File: src/rtl/axi_mem_tester.sv
// AXI4 memory tester: writes NUM_BURSTS seeded bursts, reads them back and
// compares. One burst in flight at a time; reports error count and first bad address.
module axi_mem_tester #(
  parameter logic [31:0] BASE_ADDR  = 32'h0000_0000,
  parameter int          NUM_BURSTS = 256,
  parameter int          BURST_LEN  = 16
) (
  input  logic         aclk,
  input  logic         aresetn,
  input  logic         start,
  input  logic [31:0]  seed,
  output logic         busy,
  output logic         done,
  output logic         pass,
  output logic [15:0]  err_count,
  output logic [31:0]  err_addr,
  // write address / data / response
  output logic [31:0]  awaddr,
  output logic [7:0]   awlen,
  output logic [2:0]   awsize,
  output logic [1:0]   awburst,
  output logic         awlock,
  output logic [3:0]   awcache,
  output logic [2:0]   awprot,
  output logic [3:0]   awregion,
  output logic [3:0]   awqos,
  output logic         awvalid,
  input  logic         awready,
  output logic [127:0] wdata,
  output logic [15:0]  wstrb,
  output logic         wlast,
  output logic         wvalid,
  input  logic         wready,
  input  logic [1:0]   bresp,
  input  logic         bvalid,
  output logic         bready,
  // read address / data
  output logic [31:0]  araddr,
  output logic [7:0]   arlen,
  output logic [2:0]   arsize,
  output logic [1:0]   arburst,
  output logic         arlock,
  output logic [3:0]   arcache,
  output logic [2:0]   arprot,
  output logic [3:0]   arregion,
  output logic [3:0]   arqos,
  output logic         arvalid,
  input  logic         arready,
  input  logic [127:0] rdata,
  input  logic [1:0]   rresp,
  input  logic         rlast,
  input  logic         rvalid,
  output logic         rready
);

  localparam logic [2:0] S_IDLE  = 3'd0;
  localparam logic [2:0] S_WADDR = 3'd1;
  localparam logic [2:0] S_WDATA = 3'd2;
  localparam logic [2:0] S_WRESP = 3'd3;
  localparam logic [2:0] S_RADDR = 3'd4;
  localparam logic [2:0] S_RDATA = 3'd5;
  localparam logic [2:0] S_FIN   = 3'd6;

  localparam logic [3:0]  LAST_BEAT   = 4'(BURST_LEN - 1);
  localparam logic [15:0] LAST_IDX    = 16'(NUM_BURSTS - 1);
  localparam logic [31:0] BURST_BYTES = 32'(BURST_LEN * 16);

  logic [2:0]  state_q, state_d;
  logic [15:0] idx_q, idx_d;
  logic [3:0]  beat_q, beat_d;
  logic [31:0] seed_q, seed_d;
  logic [15:0] err_cnt_q, err_cnt_d;
  logic [31:0] err_addr_q, err_addr_d;
  logic        pass_q, pass_d;

  logic [31:0]  burst_addr;
  logic [31:0]  beat_word;
  logic [127:0] pattern;
  logic         inc_err;

  assign burst_addr = BASE_ADDR + 32'(idx_q) * BURST_BYTES;
  assign beat_word  = seed_q ^ {idx_q, 12'd0, beat_q};
  assign pattern    = {4{beat_word}};

  always_comb begin
    state_d    = state_q;
    idx_d      = idx_q;
    beat_d     = beat_q;
    seed_d     = seed_q;
    err_cnt_d  = err_cnt_q;
    err_addr_d = err_addr_q;
    pass_d     = pass_q;
    inc_err    = 1'b0;
    case (state_q)
      S_IDLE: if (start) begin
        state_d    = S_WADDR;
        idx_d      = '0;
        beat_d     = '0;
        seed_d     = seed;
        err_cnt_d  = '0;
        err_addr_d = '0;
        pass_d     = 1'b0;
      end
      S_WADDR: if (awready) state_d = S_WDATA;
      S_WDATA: if (wready) begin
        if (beat_q == LAST_BEAT) begin
          beat_d  = '0;
          state_d = S_WRESP;
        end else begin
          beat_d = beat_q + 4'd1;
        end
      end
      S_WRESP: if (bvalid) begin
        inc_err = (bresp != 2'b00);
        if (idx_q == LAST_IDX) begin
          idx_d   = '0;
          state_d = S_RADDR;
        end else begin
          idx_d   = idx_q + 16'd1;
          state_d = S_WADDR;
        end
      end
      S_RADDR: if (arready) state_d = S_RDATA;
      S_RDATA: if (rvalid) begin
        // an early rlast is one error for the beat, not one per missing beat
        inc_err = (rdata != pattern) || (rresp != 2'b00) || (rlast && (beat_q != LAST_BEAT));
        if (inc_err && (err_cnt_q == 16'd0))
          err_addr_d = burst_addr + 32'({beat_q, 4'b0000});
        if (rlast) begin
          beat_d = '0;
          if (idx_q == LAST_IDX) begin
            idx_d   = '0;
            state_d = S_FIN;
          end else begin
            idx_d   = idx_q + 16'd1;
            state_d = S_RADDR;
          end
        end else begin
          beat_d = beat_q + 4'd1;
        end
      end
      S_FIN: begin
        pass_d  = (err_cnt_q == 16'd0);
        state_d = S_IDLE;
      end
      default: state_d = S_IDLE;
    endcase
    if (inc_err && (err_cnt_q != 16'hFFFF))
      err_cnt_d = err_cnt_q + 16'd1;
  end

  always_ff @(posedge aclk or negedge aresetn) begin
    if (!aresetn) begin
      state_q    <= S_IDLE;
      idx_q      <= '0;
      beat_q     <= '0;
      seed_q     <= '0;
      err_cnt_q  <= '0;
      err_addr_q <= '0;
      pass_q     <= 1'b0;
    end else begin
      state_q    <= state_d;
      idx_q      <= idx_d;
      beat_q     <= beat_d;
      seed_q     <= seed_d;
      err_cnt_q  <= err_cnt_d;
      err_addr_q <= err_addr_d;
      pass_q     <= pass_d;
    end
  end

  // every handshake output is a pure function of registered state
  assign awvalid = (state_q == S_WADDR);
  assign wvalid  = (state_q == S_WDATA);
  assign bready  = (state_q == S_WRESP);
  assign arvalid = (state_q == S_RADDR);
  assign rready  = (state_q == S_RDATA);
  assign busy    = (state_q != S_IDLE) && (state_q != S_FIN);
  assign done    = (state_q == S_FIN);
  assign pass    = done ? (err_cnt_q == 16'd0) : pass_q;

  assign err_count = err_cnt_q;
  assign err_addr  = err_addr_q;

  assign awaddr   = burst_addr;
  assign araddr   = burst_addr;
  assign wdata    = pattern;
  assign wlast    = (beat_q == LAST_BEAT);
  assign wstrb    = '1;
  assign awlen    = 8'(BURST_LEN - 1);
  assign arlen    = 8'(BURST_LEN - 1);
  assign awsize   = 3'd4;
  assign arsize   = 3'd4;
  assign awburst  = 2'b01;
  assign arburst  = 2'b01;
  assign awlock   = 1'b0;
  assign arlock   = 1'b0;
  assign awcache  = '0;
  assign arcache  = '0;
  assign awprot   = '0;
  assign arprot   = '0;
  assign awregion = '0;
  assign arregion = '0;
  assign awqos    = '0;
  assign arqos    = '0;

endmodule

File: config.mk
export PLATFORM = sky130hd
export DESIGN_NAME = axi_mem_tester
export DESIGN_NICKNAME = d
export VERILOG_FILES = /design/src/rtl/axi_mem_tester.sv
export SDC_FILE = /design/constraint.sdc
export NUM_CORES = 1
export LEC_CHECK = 0
export CAP_MARGIN = 25
export CORE_AREA = 2 2 190 192
export CTS_CLUSTER_SIZE = 8
export DETAILED_ROUTE_END_ITERATION = 10
export DIE_AREA = 0 0 192 194
export GPL_TIMING_DRIVEN = 0
export SLEW_MARGIN = 20
export SYNTH_ARGS = -nofsm -noshare
export SYNTH_HDL_FRONTEND = slang
export SYNTH_SLANG_ARGS = --single-unit
export TNS_END_PERCENT = 50
File: constraint.sdc
create_clock -name aclk -period 3.2 [get_ports aclk]
set_input_delay 0.64 -clock aclk [delete_from_list [all_inputs] [get_ports aclk]]
set_output_delay 0.64 -clock aclk [all_outputs]
set_load 0.005 [all_outputs]
==> results.rst <==
.. list-table::
   :header-rows: 1

   * - Metric
     - Value
   * - Clock latency of the later-clocked register in the worst-skew pair
     - ~0.35 ns
   * - HPWL Detailed
     - 26.6 mm
   * - Outcome
     - completed
   * - Remaining Overflow, GRT
     - 0
   * - Total Negative Setup Slacks
     - 0 ns
   * - Reg clk slew, reported paths
     - around 0.08 ns
   * - Clock Path Buffers
     - 2
   * - Post-synth EDFFs
     - 0
   * - Antenna-violating nets left
     - 0
   * - Path type of the worst min-delay path
     - in -> async
   * - Share of final-layout standard cells stronger than drive strength 1
     - 0.238
   * - Fin. max-slew vios
     - 0
   * - Effective utilization at floorplan
     - 0.221
   * - Arithmetic-cell share of the synthesized area counting full adders, half adders and majority gates
     - 0.00642
   * - Gp weighted congestion
     - ~0.86
   * - CTS tree
     - built
   * - Horizontal die dimension
     - 192 µm
   * - Top Ports
     - 496
   * - Number of DRC markers in iteration 0
     - 342
   * - Yosys warning total
     - 0
   * - Main area contributors after synthesis
     - dfrtp_1 30%, buf_4 23%, nand2_1 7.0%
   * - Seq/Total Area, Yosys
     - 0.295
   * - Cell area after placement
     - 12600 µm²
   * - # hold bufs at CTS
     - 0
   * - CP peak stage delay
     - around 0.55 ns
   * - Number of antenna violations at the first check in global routing
     - 0
   * - # DRC
     - 0
   * - Area of the core
     - approximately 35000 µm²
   * - Cells after synthesis
     - 941
   * - Via density per instance
     - just over 4
   * - Simple logic cell fraction of the synthesized area
     - 0.191
   * - Power per cell area
     - 344 nW/µm²
   * - Number of instances in the placed design
     - around 1900
   * - Number of vias in the routed layout
     - 7897
   * - Time the worst path needs with I/O delays and setup
     - 3.07 ns
   * - Total clock buffers created by CTS
     - 9
   * - Vias in the first global route
     - 7783
   * - Total standard cell area after synthesis
     - between 7000 and 8000 µm²
   * - Count of cell types in the netlist
     - 57
   * - Total count of hold-check failures in the final report
     - 0
   * - Share of async-settable or async-resettable flops after synthesis
     - 1.00
   * - Mean Syn Cell Area
     - between 8 and 9 µm²
   * - Standard-cell row count
     - 69
   * - Non-filler instance count after layout
     - approximately 1900
   * - Critical-path cell with the highest stage delay
     - a211oi_1
   * - Critical Path Fanout Max
     - 10
   * - Worst setup SP type
     - flip-flop
   * - DP Worst Slack
     - -1.29 ns
   * - Deepest level of the CTS H-tree
     - 3
   * - Fraction of synthesized area in multiplexers
     - 0.0104
   * - Main synth FF type
     - dfrtp_1
   * - Synth Area in XOR/XNOR
     - 0.111
   * - Worst slew margin relative to its limit
     - 0.443
   * - Critical Path Sink Type
     - flip-flop
   * - Critical path arrival
     - about 3.4 ns
   * - Final WS setup
     - 0.129 ns
   * - Area fraction in compound gates after synthesis
     - 0.121
   * - VDD IR max
     - 0.256 mV
   * - Cell chosen for the clock root
     - clkbuf_16
   * - Type of the worst setup path
     - reg -> reg
   * - Max-cap viol count
     - 0
   * - Largest net degree at the start of global routing
     - 69
   * - Area fraction of the dominant cell type after synthesis
     - 0.295
   * - Wire length of the first global-routing pass
     - 47.4 mm
   * - Dominant combinational cell family by area after synthesis
     - buffers and inverters
   * - Total of buffers placed on input and output ports
     - 377
   * - WHS
     - 0.128 ns
   * - Mean routed wirelength per cell
     - approximately 17 µm
   * - Detailed-router iteration count before antenna repair
     - 5
   * - Antenna Diode Count
     - 0
   * - GR Util All Layers
     - 0.169
   * - Leakage power summed over all cells
     - 6.21 nW
   * - Die span in y
     - 194 µm
   * - Largest area contributor in the synthesized netlist
     - dfrtp_1
   * - Total clock sinks
     - 92
   * - Worst Tran Pin Value
     - approximately 0.83 ns
   * - Worst path buffer plus inverter count
     - 2
   * - Final std cell area, no fill
     - 13500 µm²
   * - Required time at the worst-slack endpoint
     - 3.49 ns
   * - Crit path cell chain
     - xnor2_4 -> mux2i_2 -> a2111oi_4 -> nand4_1 -> nor4_4 -> buf_6 -> a211oi_1 -> clkbuf_1 -> a22o_1
   * - Maximum clock frequency
     - 326 MHz
   * - Layout Nets
     - 1639
   * - Signed area change from the synthesized netlist to the final layout
     - 73.4%
   * - Clock skew after layout
     - 0.0119 ns
   * - Number of setup violations in the final report
     - 0
   * - Tcrit/Tclk final
     - 0.960
   * - Die footprint
     - 37200 µm²
   * - #FFs+latches synth
     - 92
   * - Final WL
     - 32.3 mm
   * - Largest delay contributor family on the critical path
     - compound AO/OA/AOI/OAI gates
## cells in the mapped netlist (all sizes together), types with 8 or more instances
cell      n
xnor2    31
dfrtp    92
a21oi    22
buf     248
nor4     15
nand3    22
a22o     23
nor3     20
nand2   146
inv      33
o21ai    40
and3     12
clkbuf   23
xnor3    10
o31ai     8
nand4    15
xor2     40
nor2     40
or3      11
## cells in the final DEF, fill, tap and decap left out, types with 8 or more instances in the layout
cell type,n
xnor2_1,22
nor4_1,10
nand2_1,146
inv_1,32
and3_1,12
xnor2_4,8
nor3_1,19
nand4_1,15
or3_1,10
buf_4,260
o21ai_0,32
clkdlybuf4s50_1,372
a21oi_1,22
clkbuf_16,9
dfrtp_2,13
conb_1,118
xor2_1,29
nor2_1,40
a22o_1,23
dfrtp_1,79
clkbuf_1,17
nand3_1,20
xnor3_1,10
## sequential cells by signal, indices dropped and copies added, names as in the netlist
signal,cells
idx_q,16
pass_q,1
beat_q,4
seed_q,32
err_addr,20
state_q,3
err_count,16
## where the power goes
group          switching, W  leakage (nW)  internal [W]
clock              0.000571         0.151      0.000565
combinational      0.000926          4.81       0.00117
sequential         0.000161          1.25       0.00126
total               0.00166          6.21       0.00299
## timing repair
item                       in CTS  in global routing
gates cloned                    1                  0
pin swaps                      11                 11
setup buffers                   9                 11
gates resized for setup        62                 18
setup endpoints to repair      52                 37
## kinds of logic after synthesis
family,Yosys count
and+or+nand+nor,312
other,2
AOI/OAI and AO/OA,138
buffers and inverters,304
muxes,8
xor gates and xnor gates,81
DFF,92
adders and majority gates,4
## worst paths after layout
check                                            start                  endpoint  slack, ns  cells after the start
worst max-delay path            seed_q[17]$_DFFE_PN0P_   err_addr[9]$_DFFE_PN0P_       0.13                      9
worst min-delay path                           aresetn  err_addr[13]$_DFFE_PN0P_       0.13                      1
worst max register to register  seed_q[17]$_DFFE_PN0P_   err_addr[9]$_DFFE_PN0P_       0.13                      9
worst min register to register  seed_q[24]$_DFFE_PN0P_    seed_q[24]$_DFFE_PN0P_       0.51                      2
max in group asynchronous                      aresetn     seed_q[6]$_DFFE_PN0P_       2.37                      2
min in group aclk               seed_q[24]$_DFFE_PN0P_    seed_q[24]$_DFFE_PN0P_       0.51                      2
## through the flow
step	util	total power (W)
after global placement	0.357	0.00332
after floorplan	-	0.00236
after CTS	0.379	0.00468
final	0.384	0.00465
after detailed placement	0.358	0.00334
after global routing	0.384	0.00494
## layer usage
layer  share of wire  track usage  wire length [µm]  up-vias
li1                -            -                 -     3866
met3           0.072       0.0324              2330       24
met5               0            0                 0        -
met1            0.41        0.209             13200     3654
met2            0.50        0.300             16200      353
met4           0.015       0.0396               477        0
## cell type report
class	count	area [µm²]
buffer	266	1930
clock buffer	9	225
clock inverter	7	86.3
fill	3587	21700
inverter	33	124
multi-input combinational	661	4290
sequential	92	2320
tap	461	577
timing repair buffer	399	3980
(Power assumes the default switching activity.)
